$ cat src/rtl/alu_exec_stage.sv
// -----------------------------------------------------------------------------
// alu_exec_stage
//
// Single-entry registered ALU execute stage with valid/ready handshaking on
// both sides. An operation accepted on a clock edge produces its result,
// zero flag and out_valid right after that edge (one cycle of latency). The
// stage keeps full throughput: a new operation can be accepted in the same
// cycle that the held result is taken downstream.
//
// Optional feature:
//   ALU_OVF_EN  - when defined, adds output ovf, a registered signed-overflow
//                 flag for add (0011) and subtract (0100).
//
// Ports:
//   clk        in   1   clock, all state updates on its rising edge
//   rst        in   1   synchronous active-high reset
//   in_valid   in   1   upstream operation valid
//   in_ready   out  1   stage accepts an operation this cycle
//   alu_sel    in   4   operation select
//   op_a       in   32  rs operand
//   op_b       in   32  rt operand
//   shamt      in   5   shift amount
//   flush      in   1   drop the held result and refuse input this cycle
//   out_valid  out  1   result/zero (and ovf) are valid
//   out_ready  in   1   downstream accepts the result
//   result     out  32  registered ALU result
//   zero       out  1   registered flag, high when result == 0
//   ovf        out  1   registered signed overflow (ALU_OVF_EN only)
//   op_count   out  16  accepted-operation counter, wraps at 0xFFFF
// -----------------------------------------------------------------------------
module alu_exec_stage #(
    parameter int DATA_W = 32
) (
    input  logic              clk,
    input  logic              rst,
    input  logic              in_valid,
    output logic              in_ready,
    input  logic [3:0]        alu_sel,
    input  logic [DATA_W-1:0] op_a,
    input  logic [DATA_W-1:0] op_b,
    input  logic [4:0]        shamt,
    input  logic              flush,
    output logic              out_valid,
    input  logic              out_ready,
    output logic [DATA_W-1:0] result,
    output logic              zero,
`ifdef ALU_OVF_EN
    output logic              ovf,
`endif
    output logic [15:0]       op_count
);

    localparam logic [3:0] OP_AND = 4'b0000;
    localparam logic [3:0] OP_OR  = 4'b0001;
    localparam logic [3:0] OP_XOR = 4'b0010;
    localparam logic [3:0] OP_ADD = 4'b0011;
    localparam logic [3:0] OP_SUB = 4'b0100;
    localparam logic [3:0] OP_SLT = 4'b0111;
    localparam logic [3:0] OP_SLL = 4'b1000;
    localparam logic [3:0] OP_SRL = 4'b1001;

    // Unassigned select codes fall through to zero, which also makes the
    // zero flag come out high for them.
    function automatic logic [DATA_W-1:0] alu_calc(
        input logic [3:0]        sel,
        input logic [DATA_W-1:0] a,
        input logic [DATA_W-1:0] b,
        input logic [4:0]        sh
    );
        logic signed [DATA_W-1:0] sa;
        logic signed [DATA_W-1:0] sb;
        logic [DATA_W-1:0]        r;
        sa = $signed(a);
        sb = $signed(b);
        r  = '0;
        case (sel)
            OP_AND: r = a & b;
            OP_OR:  r = a | b;
            OP_XOR: r = a ^ b;
            OP_ADD: r = a + b;
            OP_SUB: r = a - b;
            OP_SLT: r = (sa < sb) ? DATA_W'(1) : '0;
            OP_SLL: r = b << sh;
            OP_SRL: r = b >> sh;
            default: r = '0;
        endcase
        return r;
    endfunction

`ifdef ALU_OVF_EN
    // Two's-complement overflow judged from operand and result sign bits.
    function automatic logic ovf_calc(
        input logic [3:0]        sel,
        input logic [DATA_W-1:0] a,
        input logic [DATA_W-1:0] b,
        input logic [DATA_W-1:0] r
    );
        logic o;
        o = 1'b0;
        case (sel)
            OP_ADD: o = (a[DATA_W-1] == b[DATA_W-1]) && (r[DATA_W-1] != a[DATA_W-1]);
            OP_SUB: o = (a[DATA_W-1] != b[DATA_W-1]) && (r[DATA_W-1] != a[DATA_W-1]);
            default: o = 1'b0;
        endcase
        return o;
    endfunction
`endif

    logic              vld_p0;
    logic [DATA_W-1:0] result_p0;
    logic              zero_p0;
    logic [15:0]       op_count_p0;
    logic              take;
    logic [DATA_W-1:0] alu_res;

`ifdef ALU_OVF_EN
    logic              ovf_p0;
`endif

    // Ready whenever the register is empty or being drained this cycle;
    // reset and flush both close the input side.
    assign in_ready = !rst && !flush && (!vld_p0 || out_ready);
    assign take     = in_valid && in_ready;
    assign alu_res  = alu_calc(alu_sel, op_a, op_b, shamt);

    // ---- stage p0: result register ----
    always_ff @(posedge clk) begin
        if (rst) begin
            vld_p0      <= 1'b0;
            result_p0   <= '0;
            zero_p0     <= 1'b1;
            op_count_p0 <= '0;
`ifdef ALU_OVF_EN
            ovf_p0      <= 1'b0;
`endif
        end else if (flush) begin
            vld_p0 <= 1'b0;
        end else if (take) begin
            vld_p0      <= 1'b1;
            result_p0   <= alu_res;
            zero_p0     <= (alu_res == '0);
            op_count_p0 <= op_count_p0 + 16'd1;
`ifdef ALU_OVF_EN
            ovf_p0      <= ovf_calc(alu_sel, op_a, op_b, alu_res);
`endif
        end else if (vld_p0 && out_ready) begin
            vld_p0 <= 1'b0;
        end
    end

    assign out_valid = vld_p0;
    assign result    = result_p0;
    assign zero      = zero_p0;
    assign op_count  = op_count_p0;
`ifdef ALU_OVF_EN
    assign ovf       = ovf_p0;
`endif

endmodule

$ cat config.mk
export PLATFORM = sky130hd
export DESIGN_NAME = alu_exec_stage
export DESIGN_NICKNAME = d
export VERILOG_FILES = /design/src/rtl/alu_exec_stage.sv
export SDC_FILE = /design/constraint.sdc
export NUM_CORES = 1
export LEC_CHECK = 0
export ABC_AREA = 1
export BUFFER_PORTS_ARGS = -buffer_cell sky130_fd_sc_hd__buf_2
export CORE_UTILIZATION = 45
export DETAILED_ROUTE_END_ITERATION = 8
export GPL_TIMING_DRIVEN = 0
export SKIP_LAST_GASP = 1
export SLEW_MARGIN = 5
export SYNTH_ARGS = -nofsm -noshare
export SYNTH_HDL_FRONTEND = slang
export SYNTH_SLANG_ARGS = --single-unit
$ cat constraint.sdc
create_clock -name clk -period 4.9 [get_ports clk]
set_clock_uncertainty 0.15 [all_clocks]
set_input_delay 0.98 -clock clk [delete_from_list [all_inputs] [get_ports clk]]
set_output_delay 0.98 -clock clk [all_outputs]
set_load 0.05 [all_outputs]
Word-level counts from Yosys, hierarchy flattened

Index checks and enable logic that the tools add are counted.

Register bits after elaboration: 50
Latch bits: 0
RAM bits: 0
ROM bits: 0
Input port bits: 78
Output and inout bits: 51
Logic and storage cells: 38
Memories kept: 0

$add $sub $neg: 3
Multiply operators: 0
Divide/modulo/power cells: 0
$lt $le $gt $ge: 1
Equal/unequal tests: 7
Shift-type cells: 2
Multiplexer cells: 4
Bitwise logic cells: 4
Reduce and logical (&&, ||, !) cells: 13

Operator list:

| cell                    | count |
|---|---|
| $pmux W32 S8            | 1 |
| $add A32 B32 Y32        | 1 |
| $and A32 B32 Y32        | 1 |
| $logic_not A32 Y1       | 1 |
| $lt A32 B32 Y1          | 1 |
| $or A32 B32 Y32         | 1 |
| $shl A32 B5 Y32         | 1 |
| $shr A32 B5 Y32         | 1 |
| $sub A32 B32 Y32        | 1 |
| $xor A32 B32 Y32        | 1 |
| $add A16 B1 Y16 const B | 1 |
| $eq A4 B2 Y1 const B    | 2 |
| $eq A4 B3 Y1 const B    | 2 |
| $eq A4 B4 Y1 const B    | 2 |
| $eq A4 B1 Y1 const B    | 1 |
| $logic_and A1 B1 Y1     | 4 |
| $logic_not A4 Y1        | 1 |
| $logic_not A1 Y1        | 3 |
| $mux W1                 | 3 |
| $reduce_and A2 Y1       | 1 |
| $reduce_bool A2 Y1      | 1 |
| $reduce_or A2 Y1        | 1 |
| $logic_or A1 B1 Y1      | 1 |
| $not A1 Y1              | 1 |

Longest topological paths before layout

Depth in word-level cells: 5
Gate-level depth with buffers: 23
Gate-level depth less buffers: 22

Worst setup path before layout

No wires, ideal clock.

Path type: input-to-reg
Start: input port op_a[0]
End: register zero_p0 (netlist: zero)
Library setup time: 0.060 ns
Arrival: 2.814 ns
Required time: 4.690 ns
Slack: 1.876 ns
Cell stages on the path: 22
Buffers on the path: 0
Cells stage by stage: ha_1 > inv_1 > fa_1 > inv_1 > nand2_1 > nand2_1 > nand3_1 > nand2_1 > nand2_1 > nand2_1 > nand2_1 > nand2_1 > nand2_1 > nand3_1 > nand2_1 > nor2_1 > nand2_1 > nor2_1 > nand2_1 > nor2_1 > nand2_1 > nand2_1

Cells in the longest elaborated chain, start to end: 4
Elaborated cells on any way between the ends: 9
Classes of those cells: add/sub: 2; order compare: 1; mux: 2; bitwise: 3; reduce/logical: 1

RTL lines:

| item                 | line | source |
|---|---|---|
| from (decl)          | 39   | `input logic [DATA_W-1:0] op_a,` |
| $lt A32 B32 Y1       | 82   | `OP_SLT: r = (sa < sb) ? DATA_W'(1) : '0;` |
| $mux W1              | 82   |  |
| $pmux W32 S8 *       | 76   | `case (sel)` |
| $logic_not A32 Y1 *  | 141  | `zero_p0 <= (alu_res == '0);` |
| to (signal assigned) | 141  |  |
| to (decl)            | 111  | `logic zero_p0;` |

Every way passes the cells marked *; elsewhere a longest branch is shown, timed or not.
A chain may end at the register's enable or synchronous reset.

Worst setup path in the final report

Start: input port op_b[0]
End: register zero_p0 (netlist: zero)

Cells in the longest elaborated chain, start to end: 4
Elaborated cells on any way between the ends: 11
Classes of those cells: add/sub: 2; order compare: 1; shift: 2; mux: 2; bitwise: 3; reduce/logical: 1

RTL lines:

| item                | line | source |
|---|---|---|
| from (decl)         | 40   | `input logic [DATA_W-1:0] op_b,` |
| $lt A32 B32 Y1      | 82   |  |
| $mux W1             | 82   |  |
| $pmux W32 S8 *      | 76   |  |
| $logic_not A32 Y1 * | 141  |  |

Marked as above.

==> metrics <==
diode count 0; Pre-antenna DRT Iters 9; CP endpoint kind flop; die width around 170 um; Initial Utilization 46.1%; Required @ worst endpoint 4.99 ns; CP max FO 7; DRC 2; reg2reg start op_count[0]$_SDFFE_PP0P_; status finished, violations left; Slew Limit Fails 0; final design area excluding fillers 13200 sq um; most used cell, CP nand2_1; CP Launch Point op_b[0]; Fillers around 3000; postcts setup bufs 0; clock slew at reported path FFs 0.06 ns; final critical-path required period about 3.8 ns; CTS tree done; Gate Count Post-Synth 2319; vias 16500; Max Cap Viol 0; violated checks DRC; Peak VDD IR about 0.00016 V; IO Port Bufs 124; Detailed Route Iter0 Violations about 2200; #FFs+latches synth 50; gpl congestion 1.05; hpwl dp between 50000 and 60000 um; Seq/Total Area, Yosys 8.31%; Placed Area 13100 sq um; hold buffers post-CTS 0; first-pass GRT wire length roughly 90000 um; Final period util 77.4%; Pwr Density between 150 and 200 nW/um^2; vias in the first global route 15000; core area 26100 sq um; fin nets around 2600; Area Overhead vs Synth 9.73%; pin count of the biggest net entering global routing 14; Post-synth top flop dfxtp_1; Num CTS Buffers 5; DRT Wirelength between 60000 and 70000 um; Worst-Skew Late Latency approximately 0.29 ns; Rows 59; post-synth cell types 47; Hold Crit Class reg -> reg; Synth top area share 20.4%; Syn. warnings 0; Lkg Pwr 0.00755 uW; Max Freq 264 MHz; r2r setup slk 2.76 ns; EDFF count, synth 0; Slew @ Worst Pin 0.974 ns; Worst setup SP type input pin; cts repair resizes 0; H-tree depth 2; most common cell in the netlist nand2_1; crit path kind in -> reg; post-synth net total 2499; Mapped Avg Cell Area 5.20 sq um; clock buffer depth 2; Max-slew headroom between 30 and 40%; initial antenna violation count 0; CTS Root Cell clkbuf_16; CP peak stage delay roughly 0.40 ns; R2R cell count 12; Worst Setup EP zero$_SDFFE_PP1P_; I/O Pins 129; top cells by area, synth nand2_1 (20%), nand3_1 (18%), inv_1 (11%); layout cells sized above 1 about an eighth; worst path cell trace buf_2, ha_1, inv_1, fa_1, inv_1, nand2_1, nand2_1, nand3_1, nand2_1, nand2_1, nand2_1, nand2_1, nand2_1, nand2_1, nand3_1, nand2_1, nor2_1, nand2_1, nor2_1, nand2_1, nor2_1, nand2_1, nand2_1; GRT overflow 0; Setup violations, final 0; Synth Cell Area 12000 sq um; die area between 20000 and 30000 sq um; remaining antenna violation count 0; setup_tns 0 ns; largest area contributor in the netlist nand2_1; Commonest cells post-synth nand2_1 (656), nand3_1 (423), inv_1 (351), nor2_1 (256), ha_1 (100); ys async rst share 0%; DR WL/cell 21.6 um; RSZ-0062 raised after global routing false; r2r endpoint op_count[14]$_SDFFE_PP0P_; worst path arrival time 3.88 ns; slowest cell on the critical path fa_1; Vias/cell 5.92; Clock Sinks 50; Die Y between 150 and 200 um; total track usage 42.4%; final hold violations 0
kinds of logic (layout without fill, tap and decap cells):
logic type,after synthesis,after routing,synth area share [%]
simple gates,1479,1479,53.9
compound gates,218,218,10.4
fa+ha+maj,102,102,10.7
xor+xnor,4,4,0.291
buf+inv,466,597,16.3
flops,50,50,8.31
worst min-delay path by stage:
stage / endpoint / cells after the start / slack [ns] / startpoint
floorplan: op_count[10]$_SDFFE_PP0P_ / 2 / 0.56 / op_count[10]$_SDFFE_PP0P_
global placement: zero$_SDFFE_PP1P_ / 2 / 0.31 / zero$_SDFFE_PP1P_
detailed placement: zero$_SDFFE_PP1P_ / 2 / 0.31 / zero$_SDFFE_PP1P_
CTS: zero$_SDFFE_PP1P_ / 2 / 0.32 / zero$_SDFFE_PP1P_
global route: zero$_SDFFE_PP1P_ / 2 / 0.35 / zero$_SDFFE_PP1P_
finish: zero$_SDFFE_PP1P_ / 2 / 0.33 / zero$_SDFFE_PP1P_
area by class of cell:
| class | count | area [sq um] | share of cell area [%] |
|---|---|---|---|
| tap | 335 | 419 | 3.17 |
| buffer | 101 | 588 | 4.45 |
| multi-input combinational | 1803 | 9080 | 68.7 |
| inverter | 365 | 1380 | 10.4 |
| timing repair buffer | 124 | 621 | 4.69 |
| clock buffer | 7 | 133 | 1.00 |
| sequential | 50 | 1000 | 7.57 |
metal layers:
layer | up-vias | wire length [um] | global-route usage, %
met1 | 7477 | 22700 | 52.7
met5 | - | 0 | 0
met4 | 0 | 4620 | 27.9
li1 | 7653 | - | -
met3 | 268 | 6470 | 5.64
met2 | 1095 | 26400 | 68.8
stage by stage:
stage               worst slack (ns)  std cells  utilization, %  hold WS (ns)  total power, uW
floorplan                       1.88       2319               -         0.558             1290
global placement                1.00       2778            50.1         0.306             1720
detailed placement             0.980       2778            50.1         0.307             1730
CTS                             1.26       2785            50.6         0.323             2060
global route                   0.886       2785            50.6         0.347             2240
finish                          1.11       2785            50.6         0.328             2110
power breakdown:
part	internal (uW)	leakage [uW]	switching, uW
logic	370	0.00708	977
registers	421	0.000407	8.18
clock network	187	0.0000640	148
flip-flops by register name, indices dropped and copies added (netlist names):
signal     count
op_count      16
zero           1
out_valid      1
result        32
worst max-delay path: cells and delay by family:
family	cells	cell delay, ns
adder cells (fa/ha/maj)	2	0.61
AND/OR/NAND/NOR	18	1.95
buffers and inverters	3	0.33
cells in the final DEF (no fill, tap or decap), types with 3 or more instances in the layout:
cell       count
o21ai_0       52
o22ai_1       24
o21ai_1       10
a21oi_1       77
dfxtp_1       50
nor2_1       256
clkbuf_1      19
nor3_1        24
buf_1          8
nand3_2        7
ha_1         100
buf_4         18
inv_2         12
a31oi_1        4
xor2_1         3
nor2_4         4
inv_1        351
nand2_4        3
o211ai_1      23
o21a_1         6
and2_1        14
nor2_2        19
buf_6         11
nand4_1       32
clkbuf_16      5
buf_2        170
nand3_1      423
nand2_2       28
o21bai_1      15
nand2_1      656
Note: power is estimated with default switching activity, not from simulation.
